File: src/rtl/seq_divider.sv
// seq_divider: iterative restoring divider, 2*WIDTH / WIDTH -> WIDTH quotient
// and remainder, one quotient bit per clock, valid/ready on both sides.
// Optional macro DIV_SIGNED_EN selects two's-complement operands, with one
// extra sign fix-up cycle.
module seq_divider #(
    parameter int unsigned WIDTH = 64
) (
    input  logic                 clk,
    input  logic                 reset,
    input  logic                 in_valid,
    output logic                 in_ready,
    input  logic [2*WIDTH-1:0]   dividend,
    input  logic [WIDTH-1:0]     divisor,
    output logic                 out_valid,
    input  logic                 out_ready,
    output logic [WIDTH-1:0]     quotient,
    output logic [WIDTH-1:0]     remainder,
    output logic                 div_zero,
    output logic                 overflow
);

    localparam int unsigned CW = $clog2(WIDTH + 1);

    typedef enum logic [1:0] {IDLE, BUSY, FIX, DONE} state_t;

    state_t             r_state, w_state_nxt;
    logic [WIDTH-1:0]   r_rem;
    logic [WIDTH-1:0]   r_lo;
    logic [WIDTH-1:0]   r_dvs;
    logic [WIDTH-1:0]   r_q;
    logic [CW-1:0]      r_cnt;
    logic [WIDTH-1:0]   r_quotient;
    logic [WIDTH-1:0]   r_remainder;
    logic               r_div_zero;
    logic               r_overflow;

    logic [2*WIDTH-1:0] w_dvd_mag;
    logic [WIDTH-1:0]   w_dvs_mag;
    logic               w_is_zero;
    logic               w_is_ovf;
    logic [WIDTH:0]     w_shift;
    logic [WIDTH:0]     w_diff;
    logic               w_ge;
    logic [WIDTH-1:0]   w_rem_nxt;
    logic [WIDTH-1:0]   w_q_nxt;
    logic               w_last;
    logic               w_accept;

`ifdef DIV_SIGNED_EN
    logic               r_neg_q;
    logic               r_neg_r;
    logic               w_dvd_neg;
    logic               w_dvs_neg;
    logic [WIDTH-1:0]   w_lim;
    logic               w_fix_ovf;

    // Convert operands to magnitudes; the core always divides unsigned values.
    always_comb begin
        w_dvd_neg = dividend[2*WIDTH-1];
        w_dvs_neg = divisor[WIDTH-1];
        w_dvd_mag = w_dvd_neg ? (~dividend + 1'b1) : dividend;
        w_dvs_mag = w_dvs_neg ? (~divisor + 1'b1) : divisor;
    end

    // Largest representable magnitude: 2^(W-1) for a negative quotient, else 2^(W-1)-1.
    always_comb begin
        w_lim     = {1'b0, {(WIDTH-1){1'b1}}} + {{(WIDTH-1){1'b0}}, r_neg_q};
        w_fix_ovf = (r_q > w_lim);
    end
`else
    // Unsigned build: operands are already magnitudes.
    always_comb begin
        w_dvd_mag = dividend;
        w_dvs_mag = divisor;
    end
`endif

    // Operand screening and one restoring-division step.
    always_comb begin
        w_accept  = in_valid && (r_state == IDLE);
        w_is_zero = (divisor == '0);
        w_is_ovf  = !w_is_zero && (w_dvd_mag[2*WIDTH-1:WIDTH] >= w_dvs_mag);
        w_shift   = {r_rem, r_lo[WIDTH-1]};
        w_diff    = w_shift - {1'b0, r_dvs};
        // Shifted R is below 2*divisor, so the difference fits and bit WIDTH is its sign.
        w_ge      = !w_diff[WIDTH];
        w_rem_nxt = w_ge ? w_diff[WIDTH-1:0] : w_shift[WIDTH-1:0];
        w_q_nxt   = {r_q[WIDTH-2:0], w_ge};
        w_last    = (r_cnt == CW'(WIDTH - 1));
    end

    // Next-state logic.
    always_comb begin
        w_state_nxt = r_state;
        case (r_state)
            IDLE: if (in_valid) w_state_nxt = (w_is_zero || w_is_ovf) ? DONE : BUSY;
`ifdef DIV_SIGNED_EN
            BUSY: if (w_last) w_state_nxt = FIX;
            FIX:  w_state_nxt = DONE;
`else
            BUSY: if (w_last) w_state_nxt = DONE;
            FIX:  w_state_nxt = IDLE;
`endif
            DONE: if (out_ready) w_state_nxt = IDLE;
            default: w_state_nxt = IDLE;
        endcase
    end

    // State, datapath and result registers.
    always_ff @(posedge clk) begin
        if (reset) begin
            r_state     <= IDLE;
            r_rem       <= '0;
            r_lo        <= '0;
            r_dvs       <= '0;
            r_q         <= '0;
            r_cnt       <= '0;
            r_quotient  <= '0;
            r_remainder <= '0;
            r_div_zero  <= 1'b0;
            r_overflow  <= 1'b0;
`ifdef DIV_SIGNED_EN
            r_neg_q     <= 1'b0;
            r_neg_r     <= 1'b0;
`endif
        end else begin
            r_state <= w_state_nxt;
            if (w_accept) begin
                r_dvs <= w_dvs_mag;
                r_rem <= w_dvd_mag[2*WIDTH-1:WIDTH];
                r_lo  <= w_dvd_mag[WIDTH-1:0];
                r_q   <= '0;
                r_cnt <= '0;
`ifdef DIV_SIGNED_EN
                r_neg_q <= w_dvd_neg ^ w_dvs_neg;
                r_neg_r <= w_dvd_neg;
`endif
                if (w_is_zero) begin
                    r_quotient  <= '1;
                    r_remainder <= dividend[WIDTH-1:0];
                    r_div_zero  <= 1'b1;
                    r_overflow  <= 1'b0;
                end else if (w_is_ovf) begin
                    r_quotient  <= '1;
                    r_remainder <= '0;
                    r_div_zero  <= 1'b0;
                    r_overflow  <= 1'b1;
                end else begin
                    r_quotient  <= '0;
                    r_remainder <= '0;
                    r_div_zero  <= 1'b0;
                    r_overflow  <= 1'b0;
                end
            end
            if (r_state == BUSY) begin
                r_rem <= w_rem_nxt;
                r_lo  <= {r_lo[WIDTH-2:0], 1'b0};
                r_q   <= w_q_nxt;
                r_cnt <= r_cnt + 1'b1;
`ifndef DIV_SIGNED_EN
                if (w_last) begin
                    r_quotient  <= w_q_nxt;
                    r_remainder <= w_rem_nxt;
                end
`endif
            end
`ifdef DIV_SIGNED_EN
            if (r_state == FIX) begin
                r_overflow  <= w_fix_ovf;
                r_quotient  <= w_fix_ovf ? '1 : (r_neg_q ? (~r_q + 1'b1) : r_q);
                r_remainder <= w_fix_ovf ? '0 : (r_neg_r ? (~r_rem + 1'b1) : r_rem);
            end
`endif
        end
    end

    assign in_ready  = (r_state == IDLE);
    assign out_valid = (r_state == DONE);
    assign quotient  = r_quotient;
    assign remainder = r_remainder;
    assign div_zero  = r_div_zero;
    assign overflow  = r_overflow;

endmodule
File: config.mk
export PLATFORM = sky130hd
export DESIGN_NAME = seq_divider
export DESIGN_NICKNAME = d
export VERILOG_FILES = /design/src/rtl/seq_divider.sv
export SDC_FILE = /design/constraint.sdc
export NUM_CORES = 1
export LEC_CHECK = 0
export BUFFER_PORTS_ARGS = -buffer_cell sky130_fd_sc_hd__clkbuf_2
export CAP_MARGIN = 25
export CORE_MARGIN = 2
export CORE_UTILIZATION = 49
export DETAILED_ROUTE_END_ITERATION = 16
export GPL_TIMING_DRIVEN = 0
export HOLD_SLACK_MARGIN = 0.02
export PLACE_DENSITY = 0.7
export SLEW_MARGIN = 20
export SYNTH_ARGS = -nofsm -noshare
export SYNTH_HDL_FRONTEND = slang
export SYNTH_SLANG_ARGS = --single-unit
File: constraint.sdc
create_clock -name clk -period 5.3 [get_ports clk]
set_input_delay 0 -clock clk [delete_from_list [all_inputs] [get_ports clk]]
set_output_delay 0 -clock clk [all_outputs]
set_load 0.01 [all_outputs]
==> flow_metrics.tcl <==
set metrics [dict create \
    synth_edf_count 0 \
    grt_max_degree 15 \
    tightest_slew_ns 1.16 \
    max_cap_violations 0 \
    max_slew_margin_pct 22.3 \
    vias 23200 \
    die_h_um 213 \
    die_area_mm2 0.0452 \
    initial_core_util_pct 49.5 \
    pin_count 328 \
    fin_setup_tns_ns 0 \
    first_pass_iters 7 \
    syn_area_mm2 0.0213 \
    syn_inst 2586 \
    core_region_area_mm2 0.0431 \
    numCtsBuffers 42 \
    grt_pass1_wl_mm 128 \
    clock.fmax_mhz 203 \
    n_fill_cell 3675 \
    globalRouteTotalUtil_pct 36.8 \
    finalNetCount 3479 \
    dp_slack_ns 0.483 \
    timing.hold.ws_ns 0.227 \
    rsz0062_at_grt "no" \
    cts_max_path_buffers 3 \
    register_area_mm2 0.00789 \
    antenna_found_initial 2 \
    endpoint_kind "flop" \
    h-tree-depth 2 \
    fin_crit_ns 4.92 \
    clock_latency_ns 0.60 \
    setup_viol 0 \
    ff2ff_setup_slack_ns 0.38 \
    finClkSkew_ns 0.0271 \
    worstPathArrival_ns 5.37 \
    ant_nets 0 \
    synthesis.area_per_instance_um2 8.25 \
    ys_warn_count 0 \
    min_path_type "in -> reg" \
    multi_input_area_mm2 0.0121 \
    cp_slowest_cell "nor3_2" \
    ys_seq_elements 394 \
    fin_ws_ns 0.375 \
    io_buffers 326 \
    viasPerCell 6.16 \
    numPlacedInstances 3499 \
    wl_per_cell_um 22.7 \
    status "complete, no violations" \
    period_share_pct 92.9 \
    r2r-end "r_rem[45]" \
    netlist-cell-type-count 69 \
    floorplan.die.width_um 213 \
    place_congestion 0.969 \
    ir_drop_mv 0.290 \
    area_growth_pct 27.4 \
    reg2reg_depth 16 \
    core.rowCount 76 \
    path_class "reg -> reg" \
    final_cells 3772 \
    hold_violations 0 \
    cp_data_required_time_ns 5.75 \
    drt-initial-drc-count 2644 \
    r2r-start "r_lo[63]" \
    hpwl_mm 64.0 \
    grt_remaining_overflow 0 \
    crit_path_max_incr_delay_ns 0.54 \
    path_clk_slew_ns 0.08 \
    drcViolationCount 0 \
    seq_area_frac_synth_pct 37.0 \
    start_kind "flop" \
    worstPathMaxFanout 10 \
    synthesis.nets 2912 \
    synthFlopType "dfxtp_1" \
    crit_path_frequent_cell "a21o_1" \
    finalWirelength_mm 85.5 \
    slew_violations 0 \
    min_from "divisor[61]" \
    cts_tree "built" \
    async_flop_share_pct 0 \
    grt_pass1_vias 22400 \
    worstPathCellList "inv_1 -> ha_1 -> inv_1 -> fa_1 -> a21o_1 -> a221o_1 -> a21o_1 -> a21o_1 -> a311o_1 -> a2111oi_2 -> nor3_1 -> nor3_2 -> buf_6 -> buf_6 -> mux2i_1 -> o22ai_1" \
    leakage_nw 11.4 \
    min_to "r_dvs[61]" \
    layout-drive-gt1-share_pct 13.3 \
    power_per_cell_area_mw_per_mm2 538 \
    cts_sinks 394 \
    holdPathStages 4 \
    clockRootBuffer "clkbuf_16" \
]
## cells in the mapped netlist (all sizes together), types with 9 or more instances
| cell type | n | share of area, % |
|---|---|---|
| and3 | 79 | 2.3 |
| buf | 13 | 0.40 |
| xnor2 | 31 | 1.3 |
| nand2 | 321 | 5.6 |
| and2 | 12 | 0.35 |
| o21ai | 63 | 1.5 |
| ha | 129 | 7.6 |
| a21boi | 9 | 0.32 |
| a21o | 59 | 2.1 |
| nor3 | 31 | 0.75 |
| a22oi | 127 | 4.5 |
| clkbuf | 186 | 3.3 |
| mux2i | 50 | 2.3 |
| a211oi | 135 | 4.8 |
| nor2 | 51 | 0.90 |
| nor4 | 21 | 0.62 |
| xor2 | 24 | 0.98 |
| nand4 | 27 | 0.79 |
| dfxtp | 394 | 37 |
| o31ai | 10 | 0.35 |
| nor2b | 17 | 0.50 |
| a31oi | 14 | 0.41 |
| nand3 | 85 | 2.0 |
| nand2b | 9 | 0.26 |
| o21a | 12 | 0.42 |
| o22ai | 52 | 1.5 |
| o21bai | 11 | 0.39 |
| inv | 151 | 2.7 |
| a21oi | 296 | 6.9 |
| a221o | 70 | 3.3 |
## critical path, delay by kind of cell (launching register included)
kind / cells / cell delay, ns
and+or+nand+nor: 2 / 0.69
buffers and inverters: 4 / 0.65
adders and majority gates: 2 / 0.56
DFF: 1 / 0.31
AOI/OAI and AO/OA: 7 / 2.07
muxes: 1 / 0.47
## registers in the layout (all words and copies together) (netlist names)
register	flops
r_state	2
quotient	64
r_q	63
overflow	1
remainder	64
r_rem	64
div_zero	1
r_cnt	7
r_lo	64
r_dvs	64
## through the flow
stage | power [mW] | instance area [um2] | util, %
final | 14.6 | 27200 | 63.1
after global placement | 11.0 | 23700 | 55.0
after floorplan | 8.88 | 21300 | -
after detailed placement | 11.1 | 23800 | 55.1
after CTS | 14.4 | 27200 | 63.1
after global routing | 15.3 | 27200 | 63.1
## worst max-delay path by stage
| stage | endpoint | slack [ns] | start |
|---|---|---|---|
| floorplan | remainder[0] | 1.59 | r_lo[63] |
| global placement | quotient[49] | 0.25 | divisor[19] |
| detailed placement | r_rem[45] | 0.48 | r_lo[63] |
| CTS | r_rem[45] | 0.43 | r_lo[63] |
| global route | remainder[45] | 0.20 | r_lo[63] |
| finish | r_rem[45] | 0.38 | r_lo[63] |
## routing by layer
| metal | up-vias | GRT usage [%] | wire length [um] |
|---|---|---|---|
| li1 | 10700 | - | - |
| met1 | 11000 | 47.1 | 34900 |
| met2 | 1249 | 60.7 | 38900 |
| met3 | 250 | 5.79 | 7500 |
| met4 | 0 | 17.8 | 4260 |
| met5 | - | 0 | 0 |
## placed cells by master (no fill, tap or decap), types with 9 or more instances in the layout
master         instances
dfxtp_1              394
clkbuf_2             326
nand2_1              321
a21oi_1              296
clkbuf_1             195
dlygate4sd3_1        195
inv_1                151
a211oi_1             132
ha_1                 129
a22oi_1              127
nand3_1               85
and3_1                79
a221o_1               70
a21o_1                59
o21ai_0               56
o22ai_1               52
nor2_1                51
mux2i_1               50
clkbuf_16             42
xnor2_1               31
nor3_1                29
nand4_1               27
xor2_1                24
nor4_1                19
nor2b_1               17
a31oi_1               13
and2_1                12
o21a_1                12
o21bai_1              11
o31ai_1               10
nand2b_1               9
clkbuf_8               9
## kinds of logic (layout without fill, tap and decap cells)
kind of cell | after synthesis | count (layout) | synth area share [%]
compound gates | 915 | 915 | 28.9
buf+inv | 350 | 949 | 6.33
fa+ha+maj | 130 | 130 | 7.66
xor+xnor | 55 | 55 | 2.26
other cells | 0 | 2 | 0
mux | 52 | 52 | 2.45
simple gates | 690 | 690 | 15.5
flops | 394 | 394 | 37.0
## power breakdown
part           internal [mW]  switching, mW
Clock                   1.85           1.33
Combinational           2.92           4.97
Sequential              3.27          0.273
## layout make-up
type	count	area share, %
Antenna cell	2	0.0184
Clock inverter	16	1.01
Clock buffer	60	4.44
Sequential cell	394	29.0
Inverter	151	2.08
Tap cell	585	2.69
Buffer	199	2.88
Multi-Input combinational cell	1842	44.6
Timing Repair Buffer	523	13.3
## what timing repair did
item	4_1_cts	5_1_grt
endpoints found under the setup margin	0	0
hold buffers	195	0
resized for setup	0	0
hold endpoints to repair	254	0
buffers inserted	0	0
Note: power is estimated with default switching activity, not from simulation.
